### config.mk
export PLATFORM = sky130hd
export DESIGN_NAME = tlu_tx_multi
export DESIGN_NICKNAME = d
export VERILOG_FILES = /design/src/rtl/tlu_tx_multi.sv
export SDC_FILE = /design/constraint.sdc
export NUM_CORES = 1
export LEC_CHECK = 0
export BUFFER_PORTS_ARGS = -buffer_cell sky130_fd_sc_hd__buf_4
export CORE_MARGIN = 2
export CORE_UTILIZATION = 30
export DETAILED_ROUTE_END_ITERATION = 8
export MAX_ROUTING_LAYER = met4
export SETUP_SLACK_MARGIN = 0.5
export SYNTH_ARGS = -nofsm -noshare
export SYNTH_HDL_FRONTEND = slang
export SYNTH_SLANG_ARGS = --single-unit
### constraint.sdc
create_clock -name SYS_CLK -period 3.9 [get_ports SYS_CLK]
set_input_delay 0.195 -clock SYS_CLK [delete_from_list [all_inputs] [get_ports SYS_CLK]]
set_output_delay 0.195 -clock SYS_CLK [all_outputs]
set_load 0.01 [all_outputs]
### src/rtl/tlu_tx_multi.sv
// Multi-channel TLU transmitter: fans one trigger out to N DUT channels,
// each running a pulse-only or handshake/ID-readout protocol.
module tlu_tx_multi #(
  parameter int              N_CH     = 4,
  parameter int              ID_WIDTH = 15,
  parameter logic [N_CH-1:0] INV_OUT  = '0,
  parameter int              HOLDOFF  = 4
) (
  input  logic                SYS_CLK,
  input  logic                SYS_RST_N,
  input  logic [N_CH-1:0]     ENABLE,
  input  logic [N_CH-1:0]     MODE,
  input  logic                TRIG,
  input  logic [ID_WIDTH-1:0] TRIG_ID,
  input  logic [15:0]         CONF_TIME_OUT,
  input  logic [7:0]          CONF_TRIG_LEN,
  output logic                READY,
  output logic                TRIG_ACCEPTED,
  output logic [N_CH-1:0]     TIME_OUT,
  input  logic [N_CH-1:0]     TLU_CLOCK,
  input  logic [N_CH-1:0]     TLU_BUSY,
  output logic [N_CH-1:0]     TLU_TRIGGER,
  output logic [N_CH-1:0]     TLU_RESET
);

  typedef enum logic [1:0] {
    S_IDLE,
    S_TRIG,
    S_READ,
    S_HOLD
  } state_t;

  localparam logic [15:0] HOLD_CNT = 16'(HOLDOFF);

  logic [N_CH-1:0] w_chan_rdy;
  logic            w_accept;
  logic [7:0]      w_len;
  logic            r_acc;

  assign READY         = SYS_RST_N & (&w_chan_rdy);
  assign w_accept      = TRIG & READY;
  assign w_len         = (CONF_TRIG_LEN == 8'd0) ? 8'd1 : CONF_TRIG_LEN;
  assign TRIG_ACCEPTED = r_acc;
  assign TLU_RESET     = INV_OUT;

  always_ff @(posedge SYS_CLK or negedge SYS_RST_N) begin
    if (!SYS_RST_N) r_acc <= 1'b0;
    else            r_acc <= w_accept;
  end

  for (genvar g = 0; g < N_CH; g++) begin : g_ch
    state_t            r_state, w_next;
    logic [ID_WIDTH:0] r_sr, w_sr;
    logic [15:0]       r_cnt, w_cnt;
    logic              r_mode, w_mode;
    logic              r_to_en, w_to_en;
    logic              r_trig_o, w_trig;
    logic              r_to, w_to;
    logic              r_clk_m, r_clk_s, r_clk_d;
    logic              r_busy_m, r_busy_s;
    logic              w_clk_rise;

    assign w_clk_rise    = r_clk_s & ~r_clk_d;
    assign w_chan_rdy[g] = ~ENABLE[g] | ((r_state == S_IDLE) & ~r_clk_s);
    assign TLU_TRIGGER[g] = r_trig_o;
    assign TIME_OUT[g]    = r_to;

    always_ff @(posedge SYS_CLK or negedge SYS_RST_N) begin
      if (!SYS_RST_N) begin
        r_clk_m  <= 1'b0;
        r_clk_s  <= 1'b0;
        r_clk_d  <= 1'b0;
        r_busy_m <= 1'b0;
        r_busy_s <= 1'b0;
      end else begin
        r_clk_m  <= TLU_CLOCK[g] ^ INV_OUT[g];
        r_clk_s  <= r_clk_m;
        r_clk_d  <= r_clk_s;
        r_busy_m <= TLU_BUSY[g] ^ INV_OUT[g];
        r_busy_s <= r_busy_m;
      end
    end

    always_ff @(posedge SYS_CLK or negedge SYS_RST_N) begin
      if (!SYS_RST_N) begin
        r_state  <= S_IDLE;
        r_sr     <= '0;
        r_cnt    <= '0;
        r_mode   <= 1'b0;
        r_to_en  <= 1'b0;
        r_trig_o <= INV_OUT[g];
        r_to     <= 1'b0;
      end else begin
        r_state  <= w_next;
        r_sr     <= w_sr;
        r_cnt    <= w_cnt;
        r_mode   <= w_mode;
        r_to_en  <= w_to_en;
        r_trig_o <= w_trig ^ INV_OUT[g];
        r_to     <= w_to;
      end
    end

    always_comb begin
      w_next  = r_state;
      w_sr    = r_sr;
      w_cnt   = r_cnt;
      w_mode  = r_mode;
      w_to_en = r_to_en;
      w_to    = 1'b0;
      w_trig  = 1'b0;
      if (!ENABLE[g]) begin
        w_next = S_IDLE;
      end else begin
        unique case (r_state)
          S_IDLE: begin
            if (w_accept) begin
              w_next  = S_TRIG;
              w_sr    = {TRIG_ID, 1'b0};
              w_mode  = MODE[g];
              w_to_en = |CONF_TIME_OUT;
              w_cnt   = MODE[g] ? CONF_TIME_OUT : {8'd0, w_len};
            end
          end
          S_TRIG: begin
            if (!r_mode) begin
              if (r_cnt <= 16'd1) begin
                w_next = S_HOLD;
                w_cnt  = HOLD_CNT;
              end else begin
                w_cnt = r_cnt - 16'd1;
              end
            end else if (r_to_en && r_cnt == 16'd1) begin
              // timeout wins over a same-cycle busy
              w_next = S_IDLE;
              w_to   = 1'b1;
            end else if (r_busy_s) begin
              w_next = S_READ;
            end else if (r_to_en) begin
              w_cnt = r_cnt - 16'd1;
            end
          end
          S_READ: begin
            if (w_clk_rise) w_sr = {1'b0, r_sr[ID_WIDTH:1]};
            if (!r_busy_s) begin
              w_next = S_HOLD;
              w_cnt  = HOLD_CNT;
            end
          end
          S_HOLD: begin
            if (r_cnt <= 16'd1) w_next = S_IDLE;
            else                w_cnt  = r_cnt - 16'd1;
          end
        endcase
      end
      unique case (w_next)
        S_TRIG:  w_trig = 1'b1;
        S_READ:  w_trig = w_sr[0];
        S_IDLE:  w_trig = 1'b0;
        S_HOLD:  w_trig = 1'b0;
      endcase
    end
  end

endmodule

After elaboration in Yosys (flattened, before gate mapping)
Index checks and enable logic that the tools add are counted.
Widths: inputs -> output; s select.
{"block": "op_classes", "addsub": 4, "n_lt_le_gt_ge": 4, "eq_ne": 56, "muxes": 113, "n_bitwise": 26, "n_reduce_logical": 35}
{"operator": "$mux 16", "n": 44}
{"operator": "$pmux 16 s4", "n": 4}
{"operator": "$pmux 16 s2", "n": 4}
{"operator": "$eq 16x1->1 const B", "n": 4}
{"operator": "$le 16x1->1 const B", "n": 4}
{"operator": "$mux 2", "n": 32}
{"operator": "$sub 16x1->16 const B", "n": 4}
{"operator": "$ne 3x3->1 const B", "n": 12}
{"operator": "$eq 2x2->1 const B", "n": 16}
{"operator": "$ne 2x2->1 const B", "n": 16}
{"operator": "$pmux 2 s4", "n": 4}
{"operator": "$reduce_and 7->1", "n": 4}
{"operator": "$mux 1", "n": 20}
{"operator": "$reduce_and 4->1", "n": 5}
{"operator": "$eq 2x1->1 const B", "n": 8}
{"operator": "$logic_not 2->1", "n": 8}
{"operator": "$reduce_or 16->1", "n": 1}
{"operator": "$not 1->1", "n": 12}
{"operator": "$pmux 1 s3", "n": 4}
{"operator": "$reduce_and 3->1", "n": 4}
{"operator": "$and 1x1->1", "n": 10}
{"operator": "$logic_not 8->1", "n": 1}
{"operator": "$mux 8", "n": 1}
{"operator": "$reduce_bool 2->1", "n": 4}
{"operator": "other kinds (3)", "n": 12}
{"block": "totals", "regBits": 173, "inputBits": 58, "output_inout_bits": 14, "wordCells": 291}

Depth between registers and ports, before layout
Gate-level depths: netlist (run 1).
{"block": "depth", "ltp_word": 12, "ltp_mapped": 14, "mapped_depth_nobuf": 11}

Least setup slack after synthesis (run 1)
No wires, ideal clock.
{"block": "synth_timing", "kind": "register to register", "start": "register g_ch[2].r_state[1]", "end": "register g_ch[0].r_trig_o", "setup_time_ps": 125, "arrival_time_ps": 2830, "required_ps": 3775, "path_slack_ps": 945, "path_stages_with_launch": 15, "path_buffers": 5, "period_less_slack_ps": 2955, "cell_sequence": "dfrtp_1 buf_2 or2_1 buf_2 a221o_1 or2_0 buf_2 inv_2 buf_4 buf_4 o21ai_0 or3_1 ha_1 inv_1 mux2_2"}
{"block": "synth_between", "elab_chain_cells": 12, "elab_cells_between_ends": 18, "classes_between": "eq/ne (3); mux (7); bitwise (4); reduce/logical (4)"}
{"item": "start: declaration", "line": "52", "rtl": "state_t r_state, w_next;"}
{"item": "start signal: assignment", "line": "94", "rtl": "r_state <= w_next;"}
{"item": "$logic_not 2->1 *", "line": "64", "rtl": "assign w_chan_rdy[g] = ~ENABLE[g] | ((r_state == S_IDLE) & ~r_clk_s);"}
{"item": "$and 1x1->1 *", "line": "64"}
{"item": "$or 1x1->1 *", "line": "64"}
{"item": "$reduce_and 4->1 *", "line": "40", "rtl": "assign READY = SYS_RST_N & (&w_chan_rdy);"}
{"item": "$and 1x1->1 *", "line": "40"}
{"item": "$and 1x1->1 *", "line": "41", "rtl": "assign w_accept = TRIG & READY;"}
{"item": "$mux 2", "line": "117", "rtl": "if (w_accept) begin"}
{"item": "$pmux 2 s4", "line": "115", "rtl": "unique case (r_state)"}
{"item": "$mux 2", "line": "112", "rtl": "if (!ENABLE[g]) begin"}
{"item": "$eq 2x2->1 / $logic_not 2->1 (equally long branches)", "line": "156", "rtl": "unique case (w_next)"}
{"item": "$reduce_or 2->1 (no line)"}
{"item": "$pmux 1 s3 *", "line": "156"}
{"item": "named net g_ch[0].w_trig", "line": "57", "rtl": "logic r_trig_o, w_trig;"}
{"item": "end signal: assignment", "line": "91", "rtl": "r_trig_o <= INV_OUT[g];"}
{"item": "end signal: assignment", "line": "99", "rtl": "r_trig_o <= w_trig ^ INV_OUT[g];"}
{"item": "end: declaration", "line": "57"}
Mark *: on every way through the listed nets, which the timed path passes. The rest lies on a longest branch. The select of a mux whose other input is x is not followed.
A chain may end at the register's enable or synchronous reset.

Final worst setup path (run 1)
{"block": "layout_timing", "start": "register g_ch[1].r_state[1]", "end": "register g_ch[0].r_trig_o"}
{"block": "layout_between", "elab_chain_cells": 12, "elab_cells_between_ends": 18, "classes_between": "eq/ne (3); mux (7); bitwise (4); reduce/logical (4)"}
{"item": "start: declaration", "line": "52"}
{"item": "start signal: assignment", "line": "94"}
{"item": "$logic_not 2->1 *", "line": "64"}
{"item": "$and 1x1->1 *", "line": "64"}
{"item": "$or 1x1->1 *", "line": "64"}
{"item": "$reduce_and 4->1 *", "line": "40"}
{"item": "$and 1x1->1 *", "line": "40"}
{"item": "$and 1x1->1 *", "line": "41"}
{"item": "$mux 2", "line": "117"}
{"item": "$pmux 2 s4", "line": "115"}
{"item": "$mux 2", "line": "112"}
{"item": "$eq 2x2->1 / $logic_not 2->1 (equally long branches)", "line": "156"}
{"item": "$reduce_or 2->1 (no line)"}
{"item": "$pmux 1 s3 *", "line": "156"}
{"item": "named net g_ch[0].w_trig", "line": "57"}
Marked as above.

==> results of run 1 <==
power groups by stage:
stage                     combinational, mW  sequential [mW]  clock (mW)
after detailed placement               1.51             2.56           0
after global routing                   1.73             2.60        1.82
after floorplan                        1.10             2.45           0
after global placement                 1.49             2.56           0
final                                  1.53             2.54        1.72
after CTS                              1.52             2.53        1.75
per-stage QoR:
stage	cells	hold slack, ns
finish	1523	0.0655
global route	1523	0.0619
CTS	1523	0.0523
detailed placement	1482	0.285
global placement	1482	0.284
floorplan	1069	-0.101
worst reg2reg max path, cell delays in order (launching register included):
cell and delay, ns:
dfrtp_1 0.36, buf_4 0.18, or2_1 0.24, buf_4 0.18, a221o_1 0.37, or2_0 0.38, inv_2 0.24, o21ai_0 0.13
or3_1 0.38, ha_1 0.28, inv_1 0.03, mux2_2 0.24
cells by family (layout without fill, tap and decap cells):
group                      Yosys count  after routing  share of synthesized area
and+or+nand+nor                    327            327                      0.165
AOI/OAI and AO/OA                  399            399                      0.273
adders and majority gates           12             12                     0.0155
muxes                               39             39                     0.0425
DFF                                173            173                      0.447
other                                1              4                   0.000388
buffers and inverters              115            167                     0.0560
cell type report:
class,instances,area [um^2]
clock buffers,20,447
clock inverters,12,125
fillers,3266,20500
inverters,29,109
multi-input cells,781,4840
flip-flops and latches,173,4330
well taps,402,503
repair buffers,106,826
registers in the layout, indices dropped and copies added, names as in the netlist:
signal,flops
g_ch.r_busy_s,4
g_ch.r_clk_m,4
g_ch.r_mode,4
g_ch.r_busy_m,4
TRIG_ACCEPTED,1
g_ch.r_trig_o,4
g_ch.r_sr,64
g_ch.r_cnt,64
g_ch.r_clk_d,4
g_ch.r_state,8
g_ch.r_clk_s,4
g_ch.r_to_en,4
g_ch.r_to,4
layer usage:
layer / GRT usage / vias to the layer above
met1: 0.246 / 4194
met3: 0.0317 / 39
met5: - / -
li1: - / 4052
met4: 0.0518 / 0
met2: 0.256 / 270
cell usage in the layout, fill, tap and decap left out, drive strengths merged, types with 12 or more instances in the layout:
| cell type | Yosys | routed |
|---|---|---|
| dfrtp | 173 | 173 |
| o21ai | 159 | 159 |
| nand2 | 107 | 107 |
| buf | 40 | 97 |
| nor2 | 87 | 87 |
| a32oi | 61 | 61 |
| a21oi | 59 | 59 |
| inv | 29 | 35 |
| nor3 | 29 | 29 |
| mux2i | 25 | 25 |
| nor4 | 24 | 24 |
| a22oi | 20 | 20 |
| clkbuf | 46 | 20 |
| o31ai | 19 | 19 |
| mux2 | 14 | 14 |
| o22ai | 13 | 13 |
| ha | 12 | 12 |
final timing paths:
path	end	slack (ns)
max in group asynchronous	g_ch[3].r_sr[5]$_DFFE_PN0P_	1.38
worst max-delay path	g_ch[0].r_trig_o$_DFF_PN0_	0.76
worst max register to register	g_ch[0].r_trig_o$_DFF_PN0_	0.76
worst min-delay path	g_ch[2].r_state[0]$_DFF_PN0_	0.07
min in group asynchronous	g_ch[1].r_to$_DFF_PN0_	0.38
worst min register to register	g_ch[1].r_busy_s$_DFF_PN0_	0.35
repair_timing:
| item | 4_1_cts | 5_1_grt |
|---|---|---|
| resized for setup | 0 | 1 |
| setup endpoints to repair | 0 | 55 |
| endpoints found under the hold margin | 43 | 0 |
| hold buffers | 9 | 0 |
| buffers inserted | 0 | 0 |
==> flow_summary.yaml, run 1 <==
status:
  outcome: "finished, final reports clean"
global_route:
  track_usage: 0.175
  first_global_vias: 8010
  overflow: 0
  grt_antenna_before_repair: 0
  grt_pass1_wl_um: 45000
  grt_start_max_net_pins: 75
routing:
  ant_nets: 0
  avgViaCountPerCell: 5.62
  dr_wl_met3_um: 1720
  drt_first_pass_iters: 6
  via_count: 8555
  wl_um: 28000
  dr_wl_met2_um: 12300
  drc_errors: 0
  met1_length_um: 13500
  drtIter0Drc: 837
  wl_per_cell_um: 18.4
  top_layer: "met4"
cts:
  clk_pin_slew_worst_paths_ns: 0.07
  cts.sinks: 173
  clockBufferDepth: 2
  cts_htree_levels: 4
  clk_latency_ns: 0.45
  tritoncts: "built"
  cts_buffers: 17
  clockRootBuffer: "clkbuf_16"
power_and_ir_drop:
  p_total_mw: 5.79
  power_switching_share: 0.367
  leakagePower_nw: 4.59
  ir_drop_uv: 374
  power.share.clock: 0.297
  p_int_mw: 3.67
  p_comb_frac: 0.265
  p_seq_frac: 0.439
  switching_power_mw: 2.12
  p_per_area_mw_per_mm2: 518
synthesis:
  yosys-top-cells-area: "dfrtp_1, o21ai_0, a32oi_1"
  yosys-top-cells-count: "dfrtp_1, o21ai_0, nand2_1"
  yosys_warnings: 0
  ys_ff_latch: 173
  netlist_area_mm2: 0.00968
  synth-edff-count: 0
  synth_top_area_cell: "dfrtp_1"
  ys_async_sr_fraction: 1.00
  synth_top_area_frac: 0.447
  seq_area_frac_synth: 0.447
  synthCells: 1066
  syn_area_per_cell_um2: 9.08
  synth.most_common_cell: "dfrtp_1"
  synth_cell_type_count: 78
  synth-main-ff-cell: "dfrtp_1"
floorplan:
  design.portCount: 72
  die-area_mm2: 0.0337
  die_h_um: 184
  fp-row-count: 65
  start_util: 0.306
  core_mm2: 0.0316
  die_w_um: 184
timing:
  fin_skew_ns: 0.0114
  max_freq_mhz: 319
  rsz0062_at_grt: "true"
  worst_slew_pin_slew_ns: 1.16
  fin_ws_ns: 0.765
  hold_viol: 0
  tns_ns: 0
  final_max_slew_viol_count: 0
  slew_headroom: 0.223
  fin_crit_sh: 0.804
  fin_crit_ns: 3.14
  finalSetupViolCount: 0
critical_path:
  worstPathArrival_ns: 3.46
  r2r_cells: 11
  path_delay_family: "simple AND/OR/NAND/NOR gates"
  timing.critical_path.buf_inv: 4
  critPathMaxFanout: 15
  worstPathCellList: "buf_4 -> or2_1 -> buf_4 -> a221o_1 -> or2_0 -> inv_2 -> o21ai_0 -> or3_1 -> ha_1 -> inv_1 -> mux2_2"
  slowest_stage: "or2_0"
  cp_common_cell: "buf_4"
  startpoint: "g_ch[1].r_state[1]$_DFF_PN0_"
  crit_path_end_kind: "flip-flop"
  startpoint_type: "flip-flop"
  path_depth: 11
  max_stage_delay_ns: 0.38
  worstReg2RegStart: "g_ch[1].r_state[1]$_DFF_PN0_"
  critPathKind: "flip-flop to flip-flop"
  worstPathRequired_ns: 4.23
place:
  gp_congestion: 0.851
  port_buffers: 67
  hpwlAfterDp_um: 19200
  dpl-instance-area_mm2: 0.0105
  place_ws_ns: 0.652
layout:
  n_antenna_cell: 0
  utilization: 0.353
  design_area_mm2: 0.0112
  drive_gt1_frac: 0.148
  nets: 1178
  area_growth_pct: 15.5
flow_run:
  maxCapViolCount: 0
worst_hold_path:
  holdPathStages: 2
  hold_path_class: "input pin to flip-flop"
  hp-start: "ENABLE[2]"
Power figures use the tool's default switching activity.
==> inputs of run 2 (changes only) <==
- clock period: 3.9 -> 3 ns (I/O delays scaled with it)
==> flow_summary.yaml, run 2 (synthesis results as in run 1) <==
layout:
  layout_common_cells: "dfrtp_1, buf_4, o21ai_0"
  final_cell_count_no_fill: 1581
  area_growth_pct: 26.4
  top_regs: "g_ch.r_cnt x64, g_ch.r_sr x64, g_ch.r_state x8"
  design_area_mm2: 0.0122
  nets: 1236
  n_antenna_cell: 0
  fillers: 3122
  utilization: 0.387
  layout_commonest_cell: "dfrtp_1"
  drive_gt1_frac: 0.239
power_and_ir_drop:
  p_int_mw: 5.04
  switching_power_mw: 3.06
  power_switching_share: 0.377
  p_per_area_mw_per_mm2: 662
  leakagePower_nw: 5.08
  ir_drop_uv: 485
  p_seq_frac: 0.411
  power.share.clock: 0.286
  p_comb_frac: 0.303
  p_total_mw: 8.10
timing:
  finalSetupViolCount: 0
  rsz0062_at_grt: "true"
  fin_skew_ns: 0.0115
  fin_crit_ns: 2.66
  tns_ns: 0
  fin_crit_sh: 0.885
  worst_slew_pin_slew_ns: 0.998
  final_max_slew_viol_count: 0
  max_freq_mhz: 377
  hold_viol: 0
  slew_headroom: 0.332
routing:
  ant_nets: 0
  avgViaCountPerCell: 5.73
  drt_first_pass_iters: 5
  wl_um: 30300
  drc_errors: 0
  via_count: 9056
  wl_per_cell_um: 19.1
  drtIter0Drc: 1020
global_route:
  grt_start_max_net_pins: 69
  track_usage: 0.176
  overflow: 0
  grt_pass1_wl_um: 45500
  first_global_vias: 8058
  grt_antenna_before_repair: 0
cts:
  cts.sinks: 173
  cts_htree_levels: 4
  tritoncts: "built"
  cts_buffers: 17
  clk_pin_slew_worst_paths_ns: 0.08
  clk_latency_ns: 0.44
  clockBufferDepth: 2
  clockRootBuffer: "clkbuf_16"
critical_path:
  startpoint_type: "flip-flop"
  critPathMaxFanout: 6
  r2r_slack_ns: 0.34
  critPathKind: "flip-flop to flip-flop"
  r2r_cells: 9
  worstReg2RegStart: "g_ch[2].r_cnt[8]$_DFFE_PN0P_"
  worstPathRequired_ns: 3.33
  crit_path_end_kind: "flip-flop"
  startpoint: "g_ch[2].r_cnt[8]$_DFFE_PN0P_"
  worstPathArrival_ns: 2.99
floorplan:
  core_mm2: 0.0316
  die_h_um: 184
  start_util: 0.306
  design.portCount: 72
  die-area_mm2: 0.0337
  die_w_um: 184
  fp-row-count: 65
place:
  dp_cells: 1494
  gp_congestion: 0.857
  port_buffers: 67
  dpl-instance-area_mm2: 0.0106
  hpwlAfterDp_um: 19500
flow_run:
  maxCapViolCount: 0
worst_hold_path:
  holdPathStages: 2
  hold_path_class: "input pin to flip-flop"
  hp-start: "ENABLE[2]"
status:
  outcome: "finished, final reports clean"
run 2: timing repair:
action / 4_1_cts / 5_1_grt
hold buffers: 10 / 0
pin swaps: 10 / 56
resized for setup: 21 / 105
setup endpoints to repair: 116 / 94
hold endpoints to repair: 58 / 0
setup buffers: 11 / 23
cloned: 2 / 9
run 2: per-stage QoR:
step	worst slack [ns]	hold slack (ns)
5_1_grt	0.269	0.0288
3_5_place_dp	0.0624	0.261
2_1_floorplan	0.168	-0.146
3_3_place_gp	0.172	0.261
6_report	0.344	0.0377
4_1_cts	0.430	0.00503
run 2: critical path: stages (launching register included):
cell and delay (ns):
dfrtp_1 0.39, or4_4 0.54, or4_4 0.64, nor3_4 0.25
a21o_1 0.14, nand2_1 0.08, o2111ai_2 0.13, ha_4 0.19
nor2_2 0.04, a21o_1 0.15
run 2: power groups by stage:
| stage | Combinational [mW] | Sequential [mW] | Clock (mW) |
|---|---|---|---|
| after floorplan | 1.46 | 3.18 | 0 |
| after global placement | 1.99 | 3.31 | 0 |
| after detailed placement | 2.03 | 3.31 | 0 |
| after CTS | 2.15 | 3.28 | 2.37 |
| after global routing | 2.70 | 3.40 | 2.47 |
| final | 2.46 | 3.33 | 2.32 |
run 2: layer usage:
metal | track usage | vias up | wire length, um | part of all wire
li1 | - | 4194 | - | -
met2 | 0.254 | 371 | 13600 | 0.45
met4 | 0.0400 | 0 | 452 | 0.015
met5 | - | - | 0 | 0
met3 | 0.0327 | 36 | 2330 | 0.077
met1 | 0.255 | 4455 | 13900 | 0.46
run 2: cell type report:
cell class	instances	area, um^2	area share
sequential	173	4330	0.354
timing repair buffer	161	1400	0.115
multi-input combinational	784	5270	0.431
inverter	29	116	0.00951
clock inverter	15	188	0.0153
tap	402	503	0.0411
clock buffer	17	425	0.0348
run 2: path summary, 6_finish.rpt:
check / endpoint
max: g_ch[2].r_trig_o$_DFF_PN0_
min: g_ch[2].r_state[0]$_DFF_PN0_
max reg2reg: g_ch[2].r_trig_o$_DFF_PN0_
min reg2reg: g_ch[0].r_busy_s$_DFF_PN0_
max in group asynchronous: g_ch[1].r_busy_s$_DFF_PN0_
min in group asynchronous: g_ch[3].r_sr[1]$_DFFE_PN0P_
==> inputs of run 3 (changes only) <==
- CORE_UTILIZATION: 30 -> 35
==> flow_summary.yaml, run 3 (synthesis results as in run 1) <==
status:
  outcome: "finished, final reports clean"
timing:
  tns_ns: 0
  hold_viol: 0
  fin_crit_sh: 0.859
  fin_skew_ns: 0.0197
  final_max_slew_viol_count: 0
  finalSetupViolCount: 0
  fin_ws_ns: 0.423
  rsz0062_at_grt: "true"
  slew_headroom: 0.357
  fin_crit_ns: 2.58
  worst_slew_pin_slew_ns: 0.958
  max_freq_mhz: 388
place:
  port_buffers: 67
  gp_congestion: 0.884
  dp_cells: 1432
  place_ws_ns: 0.102
  hpwlAfterDp_um: 19100
critical_path:
  crit_path_end_kind: "flip-flop"
  path_delay_family: "simple AND/OR/NAND/NOR gates"
  path_depth: 8
  worstReg2RegStart: "g_ch[2].r_cnt[8]$_DFFE_PN0P_"
  worstPathArrival_ns: 2.91
  r2r_cells: 8
  critPathKind: "flip-flop to flip-flop"
  timing.critical_path.buf_inv: 2
  crit_end: "g_ch[2].r_cnt[12]$_DFFE_PN0P_"
  max_stage_delay_ns: 0.54
  r2r_slack_ns: 0.42
  regToRegEndpoint: "g_ch[2].r_cnt[12]$_DFFE_PN0P_"
  startpoint: "g_ch[2].r_cnt[8]$_DFFE_PN0P_"
  startpoint_type: "flip-flop"
  cp_common_cell: "or4_4"
  worstPathRequired_ns: 3.33
  slowest_stage: "or4_4"
  critPathMaxFanout: 11
  worstPathCellList: "or4_4 -> or4_4 -> buf_4 -> o41ai_4 -> a211o_4 -> buf_12 -> a21oi_1 -> o22a_1"
floorplan:
  core_mm2: 0.0270
  die-area_mm2: 0.0290
  design.portCount: 72
  fp-row-count: 60
  start_util: 0.358
  die_w_um: 170
  die_h_um: 170
power_and_ir_drop:
  leakagePower_nw: 5.00
  p_per_area_mw_per_mm2: 674
  ir_drop_uv: 387
layout:
  final_cell_count_no_fill: 1514
  fillers: 2625
  drive_gt1_frac: 0.229
  top_regs: "g_ch.r_cnt x64, g_ch.r_sr x64, g_ch.r_state x8"
  layout_commonest_cell: "dfrtp_1"
  utilization: 0.446
  area_growth_pct: 24.5
  layout_common_cells: "dfrtp_1, o21ai_0, buf_4"
  nets: 1229
routing:
  drt_first_pass_iters: 5
  ant_nets: 0
  wl_um: 28900
  wl_per_cell_um: 19.1
  drc_errors: 0
  avgViaCountPerCell: 5.85
  drtIter0Drc: 843
  via_count: 8858
cts:
  clockRootBuffer: "clkbuf_16"
  clk_pin_slew_worst_paths_ns: 0.08
  clockBufferDepth: 2
  clk_latency_ns: 0.45
  cts_buffers: 17
  tritoncts: "built"
  cts_htree_levels: 4
  cts.sinks: 173
global_route:
  overflow: 0
  grt_start_max_net_pins: 115
  grt_antenna_before_repair: 1
  track_usage: 0.203
  grt_pass1_wl_um: 44900
  first_global_vias: 8131
flow_run:
  maxCapViolCount: 0
worst_hold_path:
  hold_path_class: "input pin to flip-flop"
## run 3: cell types whose count changed in the layout (fill, tap and decap cells not counted), moves of 3 or more
cell       previous run  this run
o21ai_0             117       128
o21ai_2              10         3
buf_4               128       122
buf_12                3         8
a211o_4               4         1
clkbuf_16            20        17
nor4_1               21        18
nor4_2                1         4
o21ai_1              31        28
## run 3: layout make-up
class	instances	area, um^2	share of cell area
multi-input cells	781	5150	0.427
clock inverters	15	189	0.0157
flip-flops and latches	173	4330	0.360
inverters	29	116	0.00966
diodes	1	2.50	0.000208
well taps	341	427	0.0354
repair buffers	157	1400	0.117
clock buffers	17	425	0.0353
## run 3: timing repair
action / 4_1_cts / 5_1_grt
endpoints found under the hold margin: 121 / 0
buffers inserted: 11 / 23
cloned: 1 / 5
gates resized for setup: 21 / 84
endpoints found under the setup margin: 100 / 65
hold buffers: 9 / 0
pin swaps: 9 / 40
## run 3: metal layers
metal  wire length [um]  up-vias  global-route usage
li1                   -     4170                   -
met1              13600     4359               0.287
met2              13200      308               0.299
met3               1800       21              0.0430
met4                260        0              0.0487
met5                  0        -                   -
## run 3: worst min path at each step
| stage | startpoint | end | slack, ns | cells after the start |
|---|---|---|---|---|
| 3_3_place_gp | TLU_CLOCK[2] | g_ch[2].r_clk_m$_DFF_PN0_ | 0.26 | 1 |
| 2_1_floorplan | SYS_RST_N | TRIG_ACCEPTED$_DFF_PN0_ | -0.15 | 0 |
| 4_1_cts | ENABLE[3] | g_ch[3].r_to$_DFF_PN0_ | 0.02 | 2 |
| 6_report | ENABLE[3] | g_ch[3].r_to$_DFF_PN0_ | 0.03 | 2 |
| 3_5_place_dp | TLU_CLOCK[0] | g_ch[0].r_clk_m$_DFF_PN0_ | 0.26 | 1 |
| 5_1_grt | ENABLE[3] | g_ch[3].r_state[0]$_DFF_PN0_ | 0.01 | 2 |
## run 3: power by group
| group | internal, mW | switching, mW | leakage, nW |
|---|---|---|---|
| registers | 2.80 | 0.536 | 2.25 |
| logic | 1.06 | 1.39 | 2.45 |
| clock network | 1.20 | 1.13 | 0.296 |
| total | 5.06 | 3.05 | 5.00 |
## run 3: worst reg2reg max path, cell delays in order, from the launching register on
cell and delay [ns]:
dfrtp_1 0.39, or4_4 0.54, or4_4 0.51, buf_4 0.18, o41ai_4 0.27, a211o_4 0.22, buf_12 0.13, a21oi_1 0.04
o22a_1 0.19
## run 3: stage by stage
step	power [mW]	hold slack (ns)	cell area [um^2]
floorplan	4.65	-0.146	9740
global placement	5.32	0.260	10600
detailed placement	5.37	0.261	10600
CTS	7.81	0.0172	11500
global route	8.60	0.0148	12000
finish	8.11	0.0332	12000
